<file path="config.mk">
export PLATFORM = sky130hd
export DESIGN_NAME = lcd_frame_sink
export DESIGN_NICKNAME = d
export VERILOG_FILES = /design/src/rtl/lcd_frame_sink.sv
export SDC_FILE = /design/constraint.sdc
export NUM_CORES = 1
export LEC_CHECK = 0
export BUFFER_PORTS_ARGS = -buffer_cell sky130_fd_sc_hd__buf_4
export CELL_PAD_IN_SITES_DETAIL_PLACEMENT = 0
export CELL_PAD_IN_SITES_GLOBAL_PLACEMENT = 1
export CORE_ASPECT_RATIO = 0.9
export CORE_UTILIZATION = 50
export CTS_CLUSTER_DIAMETER = 150
export DETAILED_ROUTE_END_ITERATION = 12
export HOLD_SLACK_MARGIN = 0.08
export PLACE_DENSITY_LB_ADDON = 0.1
export SLEW_MARGIN = 5
export SYNTH_ARGS = -nofsm -noshare
export SYNTH_HDL_FRONTEND = slang
export SYNTH_SLANG_ARGS = --single-unit
export TNS_END_PERCENT = 100
</file>
<file path="constraint.sdc">
create_clock -name HCLK -period 8.5 [get_ports HCLK]
set_input_delay 0 -clock HCLK [delete_from_list [all_inputs] [get_ports HCLK]]
set_output_delay 0 -clock HCLK [all_outputs]
set_load 0.1 [all_outputs]
</file>
<file path="src/rtl/lcd_frame_sink.sv">
// lcd_frame_sink
//   Terminal stage of the LCD drive pipeline. Accepts the 2-pixel beat
//   stream, keeps per-frame statistics (beat count, checksum, done,
//   overflow), and buffers beats in a small FIFO. The CPU inspects the
//   statistics and drains the FIFO through a zero-wait AHB slave port.
module lcd_frame_sink #(
  parameter int W_ADDR       = 32,
  parameter int W_DATA       = 32,
  parameter int W_WB_DATA    = 2,
  parameter int IMG_PIX_W    = 8,
  parameter int FIFO_DEPTH   = 16,
  parameter int W_FRAME_SIZE = 25,
  parameter int DEF_EXPECT   = 196608
) (
  input  logic                 HCLK,
  input  logic                 HRESETn,
  input  logic                 sl_HSEL,
  input  logic                 sl_HREADY,
  input  logic [1:0]           sl_HTRANS,
  input  logic [W_ADDR-1:0]    sl_HADDR,
  input  logic                 sl_HWRITE,
  input  logic [W_DATA-1:0]    sl_HWDATA,
  output logic                 out_sl_HREADY,
  output logic [1:0]           out_sl_HRESP,
  output logic [W_DATA-1:0]    out_sl_HRDATA,
  input  logic                 in_valid,
  input  logic [IMG_PIX_W-1:0] in_r0,
  input  logic [IMG_PIX_W-1:0] in_g0,
  input  logic [IMG_PIX_W-1:0] in_b0,
  input  logic [IMG_PIX_W-1:0] in_r1,
  input  logic [IMG_PIX_W-1:0] in_g1,
  input  logic [IMG_PIX_W-1:0] in_b1,
  output logic                 frame_irq
);

  localparam int W_PTR  = $clog2(FIFO_DEPTH);
  localparam int W_LVL  = W_PTR + 1;
  localparam int W_PIX  = 3 * IMG_PIX_W;
  localparam int W_BEAT = 2 * W_PIX;
  localparam int N_CHAN = 6;

  localparam logic [3:0] REG_CTRL     = 4'd0;
  localparam logic [3:0] REG_STATUS   = 4'd1;
  localparam logic [3:0] REG_EXPECT   = 4'd2;
  localparam logic [3:0] REG_BEAT_CNT = 4'd3;
  localparam logic [3:0] REG_CHECKSUM = 4'd4;
  localparam logic [3:0] REG_PIX0     = 4'd5;
  localparam logic [3:0] REG_PIX1     = 4'd6;

  localparam logic [1:0]       RESP_OKAY = 2'b00;
  localparam logic [W_LVL-1:0] LVL_FULL  = W_LVL'(FIFO_DEPTH);

  genvar gi;

  // --------------------------------------------------------------------
  // AHB slave pipeline
  // --------------------------------------------------------------------
  logic       addr_ok;
  logic       dph_valid_reg;
  logic       dph_write_reg;
  logic [3:0] dph_idx_reg;
  logic       dph_wr;
  logic       dph_rd;

  // Only NONSEQ/SEQ transfers are real; IDLE/BUSY never reach the data phase.
  assign addr_ok = sl_HSEL & sl_HREADY & sl_HTRANS[1];
  assign dph_wr  = dph_valid_reg & dph_write_reg;
  assign dph_rd  = dph_valid_reg & ~dph_write_reg;

  // The slave never stalls and never errors.
  assign out_sl_HREADY = 1'b1;
  assign out_sl_HRESP  = RESP_OKAY;

  // Address-phase capture: the access is performed in the following cycle.
  always_ff @(posedge HCLK or negedge HRESETn) begin
    if (!HRESETn) begin
      dph_valid_reg <= 1'b0;
      dph_write_reg <= 1'b0;
      dph_idx_reg   <= REG_CTRL;
    end else begin
      dph_valid_reg <= addr_ok;
      if (addr_ok) begin
        dph_write_reg <= sl_HWRITE;
        dph_idx_reg   <= sl_HADDR[W_WB_DATA+3:W_WB_DATA];
      end
    end
  end

  // Address byte-offset/upper bits, HTRANS[0] and upper HWDATA are don't-care.
  logic unused_bits;
  assign unused_bits = ^{sl_HTRANS[0], sl_HADDR, sl_HWDATA};

  // --------------------------------------------------------------------
  // Control registers
  // --------------------------------------------------------------------
  logic                    enable_reg;
  logic                    irq_en_reg;
  logic [W_FRAME_SIZE-1:0] expect_reg;
  logic                    clear_now;

  // Clear is a write-one pulse; it is never stored, so CTRL[1] reads 0.
  assign clear_now = dph_wr & (dph_idx_reg == REG_CTRL) & sl_HWDATA[1];

  // CTRL/EXPECT writes; clear does not touch enable, irq_en or EXPECT.
  always_ff @(posedge HCLK or negedge HRESETn) begin
    if (!HRESETn) begin
      enable_reg <= 1'b0;
      irq_en_reg <= 1'b0;
      expect_reg <= W_FRAME_SIZE'(DEF_EXPECT);
    end else if (dph_wr) begin
      if (dph_idx_reg == REG_CTRL) begin
        enable_reg <= sl_HWDATA[0];
        irq_en_reg <= sl_HWDATA[2];
      end
      if (dph_idx_reg == REG_EXPECT) begin
        expect_reg <= sl_HWDATA[W_FRAME_SIZE-1:0];
      end
    end
  end

  // --------------------------------------------------------------------
  // Beat input and per-beat channel sum
  // --------------------------------------------------------------------
  logic [IMG_PIX_W-1:0] chan [N_CHAN];
  logic [W_DATA-1:0]    chan_ext [N_CHAN];
  logic [W_DATA-1:0]    beat_sum;
  logic [W_BEAT-1:0]    beat_in;

  assign chan[0] = in_r0;
  assign chan[1] = in_g0;
  assign chan[2] = in_b0;
  assign chan[3] = in_r1;
  assign chan[4] = in_g1;
  assign chan[5] = in_b1;

  // Pixel 0 occupies the upper half of a stored beat, pixel 1 the lower.
  assign beat_in = {in_r0, in_g0, in_b0, in_r1, in_g1, in_b1};

  generate
    for (gi = 0; gi < N_CHAN; gi++) begin : g_chan
      assign chan_ext[gi] = W_DATA'(chan[gi]);
    end
  endgenerate

  // Checksum contribution of one beat: plain sum of all six channels.
  always_comb begin
    beat_sum = '0;
    for (int i = 0; i < N_CHAN; i++) begin
      beat_sum = beat_sum + chan_ext[i];
    end
  end

  // --------------------------------------------------------------------
  // FIFO bookkeeping
  // --------------------------------------------------------------------
  logic [W_BEAT-1:0] fifo_mem [FIFO_DEPTH];
  logic [W_PTR-1:0]  wr_ptr_reg;
  logic [W_PTR-1:0]  rd_ptr_reg;
  logic [W_LVL-1:0]  level_reg;
  logic [W_LVL-1:0]  level_next;
  logic              fifo_full;
  logic              fifo_empty;
  logic [W_BEAT-1:0] head_beat;

  logic                    frame_done_reg;
  logic                    overflow_reg;
  logic [W_FRAME_SIZE-1:0] beat_cnt_reg;
  logic [W_FRAME_SIZE-1:0] beat_cnt_next;
  logic [W_DATA-1:0]       checksum_reg;

  logic accept;
  logic pop;
  logic push;
  logic ovf_set;
  logic done_set;

  assign fifo_full  = (level_reg == LVL_FULL);
  assign fifo_empty = (level_reg == '0);

  // An empty FIFO presents zero so PIX0/PIX1 reads of nothing return 0.
  assign head_beat = fifo_empty ? '0 : fifo_mem[rd_ptr_reg];

  // Clear has priority over both the incoming beat and a same-cycle pop.
  assign accept   = in_valid & enable_reg & ~frame_done_reg & ~clear_now;
  assign pop      = dph_rd & (dph_idx_reg == REG_PIX1) & ~fifo_empty & ~clear_now;
  // A full FIFO can still take a beat if the head leaves in the same cycle.
  assign push     = accept & (~fifo_full | pop);
  assign ovf_set  = accept & fifo_full & ~pop;

  assign beat_cnt_next = beat_cnt_reg + 1'b1;
  // EXPECT == 0 means "no frame length", so done can never trigger.
  assign done_set = accept & (expect_reg != '0) & (beat_cnt_next == expect_reg);

  // Occupancy follows the push/pop pair; simultaneous push+pop keeps it.
  always_comb begin
    level_next = level_reg;
    case ({push, pop})
      2'b10:   level_next = level_reg + 1'b1;
      2'b01:   level_next = level_reg - 1'b1;
      default: level_next = level_reg;
    endcase
  end

  // Beat storage; validity is defined by the pointers, so no reset needed.
  always_ff @(posedge HCLK) begin
    if (push) begin
      fifo_mem[wr_ptr_reg] <= beat_in;
    end
  end

  // FIFO pointers wrap naturally at the power-of-two depth.
  always_ff @(posedge HCLK or negedge HRESETn) begin
    if (!HRESETn) begin
      wr_ptr_reg <= '0;
      rd_ptr_reg <= '0;
      level_reg  <= '0;
    end else if (clear_now) begin
      wr_ptr_reg <= '0;
      rd_ptr_reg <= '0;
      level_reg  <= '0;
    end else begin
      if (push) begin
        wr_ptr_reg <= wr_ptr_reg + 1'b1;
      end
      if (pop) begin
        rd_ptr_reg <= rd_ptr_reg + 1'b1;
      end
      level_reg <= level_next;
    end
  end

  // Frame statistics; dropped beats are still counted and summed.
  always_ff @(posedge HCLK or negedge HRESETn) begin
    if (!HRESETn) begin
      beat_cnt_reg   <= '0;
      checksum_reg   <= '0;
      frame_done_reg <= 1'b0;
      overflow_reg   <= 1'b0;
    end else if (clear_now) begin
      beat_cnt_reg   <= '0;
      checksum_reg   <= '0;
      frame_done_reg <= 1'b0;
      overflow_reg   <= 1'b0;
    end else begin
      if (accept) begin
        beat_cnt_reg <= beat_cnt_next;
        checksum_reg <= checksum_reg + beat_sum;
      end
      if (done_set) begin
        frame_done_reg <= 1'b1;
      end
      if (ovf_set) begin
        overflow_reg <= 1'b1;
      end
    end
  end

  assign frame_irq = frame_done_reg & irq_en_reg;

  // --------------------------------------------------------------------
  // Read-back
  // --------------------------------------------------------------------
  logic [W_DATA-1:0] status_word;

  // STATUS layout: done, overflow, empty, full, level in [15:8].
  always_comb begin
    status_word       = '0;
    status_word[0]    = frame_done_reg;
    status_word[1]    = overflow_reg;
    status_word[2]    = fifo_empty;
    status_word[3]    = fifo_full;
    status_word[15:8] = 8'(level_reg);
  end

  // Data-phase read mux, driven from the latched register index.
  always_comb begin
    out_sl_HRDATA = '0;
    case (dph_idx_reg)
      REG_CTRL:     out_sl_HRDATA = W_DATA'({irq_en_reg, 1'b0, enable_reg});
      REG_STATUS:   out_sl_HRDATA = status_word;
      REG_EXPECT:   out_sl_HRDATA = W_DATA'(expect_reg);
      REG_BEAT_CNT: out_sl_HRDATA = W_DATA'(beat_cnt_reg);
      REG_CHECKSUM: out_sl_HRDATA = checksum_reg;
      REG_PIX0:     out_sl_HRDATA = W_DATA'(head_beat[W_BEAT-1:W_PIX]);
      REG_PIX1:     out_sl_HRDATA = W_DATA'(head_beat[W_PIX-1:0]);
      default:      out_sl_HRDATA = '0;
    endcase
  end

endmodule

</file>
==> impl_metrics.yaml <==
outcome:
  status: "finished, final reports clean"
clock_tree:
  postCtsSetupBuffers: 0
  cts-resized-gates: 0
  numCtsBuffers: 90
  cts.path.max_buffers: 3
  cts_tree: "built"
  clock_latency_ns: 0.65
  htreeDepth: 3
  clock_sinks: 873
  root_buffer: "clkbuf_16"
  cts_hold_buf: 89
  clk_pin_slew_ns: 0.06
logic_synthesis:
  synth_top_flop_cell: "edfxtp_1"
  syn_avg_cell_area_sq_um: 18.3
  yosysWarnings: 0
  synth_area_leader_cell: "edfxtp_1"
  netlist_top_cells_area: "edfxtp_1 62%, mux4_2 15%, dfrtp_1 6.9%"
  ys_types: 72
  ys_seq_elements: 873
  synth_area_sq_um: 37300
  synth_edf_count: 768
  yosysTopAreaCellShare_pct: 61.9
  yosysSeqAreaShare_pct: 68.9
  synth_cells: 2036
  synthArstFlopShare_pct: 12.0
drt:
  vias_per_cell: 6.03
  postRouteAntennaNets: 0
  wl_mm: 93.5
  drtIter0Drc: 1967
  route.detailed.drc: 0
  num_vias: 19916
  wl_per_cell_microns: 28.3
  first_pass_iters: 6
power_and_ir_drop:
  p_sw_share_pct: 30.8
  power.density_nw_per_um2: 296
  combPwrFrac_pct: 28.6
  leakagePower_uw: 0.0148
  p_seq_share_pct: 41.5
  p_clk_share_pct: 29.9
  ir_worst_vdd_uv: 189
  power_switching_uw: 3940
  internal_power_uw: 8820
place:
  dp_hpwl_mm: 53.3
  io_buffers: 116
  gp_congestion: 0.851
timing:
  rsz0062_at_grt: "no"
  max_slew_margin_pct: 28.2
  clock.fmax_ghz: 0.200
  tns_ns: 0
  finalSetupViolCount: 0
  worst-slew-pin-transition_ns: 1.08
  hold_viol: 0
  min_period_ns: 5.00
  finalCritPeriodShare_pct: 58.8
  maxSlewViolCount: 0
  finalClockSkew_ns: 0.0443
global_route:
  grt_pass1_wl_mm: 137
  grt_overflow: 0
  grt_max_degree: 86
  track_usage_pct: 25.4
  grt_antenna_before_repair: 3
  first_global_vias: 20186
die:
  die_area_sq_um: 75600
  die_h_microns: 261
  initial_utilization_pct: 50.8
  ioPinCount: 156
  fp.coreArea_sq_um: 73400
  fp.dieW_microns: 290
  num_rows: 94
final_layout:
  num_antenna_cells: 0
  fin_util_pct: 58.8
  nets: 2454
  drive_gt1_share_pct: 25.6
  areaGrowthSynthToFinish_pct: 15.7
  largest_reg_flops: 768
setup_path:
  critPathMaxFanout: 17
  end_kind: "flip-flop"
  critPathLaunch: "in_r1[2]"
  cpMaxStageDelayCell: "o21ai_1"
  max_stage_delay_ns: 0.71
  rr_startpoint: "dph_idx_reg[0]"
  r2r-end: "fifo_mem[12][22]"
  cp.required_ns: 8.99
  reg2reg_setup_slack_ns: 4.14
  path_cells: "dlygate4sd3_1, buf_4, inv_1, fa_1, inv_1, fa_1, fa_1, inv_1, fa_1, inv_1, ha_1, a211oi_1, o21bai_1, o211a_1, o21ai_1, o21ai_0, mux2i_1"
  ff2ff_path_depth: 8
  start_kind: "input port"
  endpoint: "checksum_reg[30]"
  cp.arrival_ns: 5.49
  worstSetupPathType: "input port to flip-flop"
run:
  drv_cap: 0
worst_hold_path:
  min_path_type: "input port to flip-flop"
area by class of cell:
type / instances / area, sq um
clock buffer: 118 / 2430
clock inverter: 48 / 423
fill: 5545 / 30300
inverter: 107 / 402
multi-input combinational: 947 / 10800
timing repair buffer: 248 / 2130
sequential: 873 / 25700
tap: 960 / 1200
synthesized netlist by cell type (3+ instances only):
| master | n |
|---|---|
| edfxtp_1 | 768 |
| mux4_2 | 240 |
| inv_1 | 107 |
| dfrtp_1 | 103 |
| clkbuf_1 | 69 |
| nor2_1 | 68 |
| nand2_1 | 66 |
| a21oi_1 | 52 |
| o21ai_0 | 52 |
| xnor2_1 | 49 |
| fa_1 | 39 |
| mux2_2 | 36 |
| nand3_1 | 32 |
| ha_1 | 28 |
| nor2b_1 | 26 |
| buf_2 | 20 |
| a222oi_1 | 19 |
| nand2b_1 | 18 |
| nand4_1 | 17 |
| mux2i_1 | 16 |
| nor3_1 | 16 |
| xor2_1 | 16 |
| nor4_1 | 15 |
| and2_1 | 14 |
| buf_1 | 13 |
| a211oi_1 | 11 |
| a22o_1 | 11 |
| and3_1 | 11 |
| o211ai_1 | 10 |
| or3_1 | 10 |
| a21o_1 | 8 |
| buf_4 | 4 |
| o21a_1 | 4 |
| or3_2 | 4 |
| a2111o_1 | 3 |
| a211o_1 | 3 |
| a22oi_1 | 3 |
| and4_1 | 3 |
| buf_6 | 3 |
| nand3b_1 | 3 |
| or2_2 | 3 |
power by group through the flow:
stage                     combinational, uW  sequential, uW  clock [uW]
after floorplan                        2790            5190           0
after global placement                 3620            5380           0
after detailed placement               3650            5390           0
after CTS                              3700            5300        3890
after global routing                   3960            5340        4030
final                                  3650            5300        3810
layout by cell type, fill, tap and decap left out, types with 17 or more instances in the layout:
cell	netlist	routed
a21oi_1	52	52
clkinv_1	0	22
nand2_1	66	66
dfrtp_1	103	99
inv_1	107	107
nor2b_1	26	26
nand2b_1	18	18
nor2_1	68	55
mux2_2	36	36
nand4_1	17	17
a222oi_1	19	19
clkbuf_1	69	23
mux4_2	240	240
ha_1	28	28
nand3_1	32	32
fa_1	39	39
clkbuf_16	0	92
o21ai_0	52	52
buf_4	4	157
dlygate4sd3_1	0	88
edfxtp_1	768	768
xnor2_1	49	49
metrics by stage:
step | std cells | hold WS [ns] | area (sq um) | worst slack (ns) | power [uW]
floorplan | 2037 | -0.296 | 37300 | 2.86 | 7980
global placement | 3046 | 0.140 | 39400 | 3.54 | 8990
detailed placement | 3046 | 0.147 | 39400 | 3.47 | 9040
CTS | 3301 | 0.0896 | 43100 | 3.54 | 12900
global route | 3301 | 0.113 | 43100 | 3.28 | 13300
finish | 3301 | 0.126 | 43100 | 3.50 | 12800
worst min-delay path by stage:
stage,slack (ns),startpoint,end,cells after the start
floorplan,-0.30,HRESETn,beat_cnt_reg[0],0
global placement,0.14,HRESETn,dph_idx_reg[3],1
detailed placement,0.15,HRESETn,dph_idx_reg[2],1
CTS,0.09,sl_HWDATA[12],expect_reg[12],3
global route,0.11,sl_HWDATA[12],expect_reg[12],3
finish,0.13,sl_HWDATA[5],expect_reg[5],4
per-layer routing:
layer | vias to the layer above | global-route usage, % | wire length [microns]
met1 | 10585 | 37.3 | 41300
met3 | 148 | 3.92 | 5070
li1 | 8571 | - | -
met4 | 6 | 7.50 | 2580
met2 | 606 | 39.7 | 44500
met5 | - | 0 | 39
worst max-delay path: cells and delay by family:
kind            cells  cell delay, ns
compound gates      5            1.73
fa+ha+maj           5            2.51
mux                 1            0.17
buf+inv             6            1.07
cell families (layout without fill, tap and decap cells):
kind of cell	count (synthesis)	in the layout	synth area share (%)
buffers and inverters	217	521	2.36
AOI/OAI and AO/OA	201	201	3.64
muxes	292	292	16.0
xor gates and xnor gates	65	65	1.53
other	2	3	0.0202
and+or+nand+nor	319	319	4.47
DFF	873	873	68.9
adders and majority gates	67	67	3.03
Power figures use the tool's default switching activity.
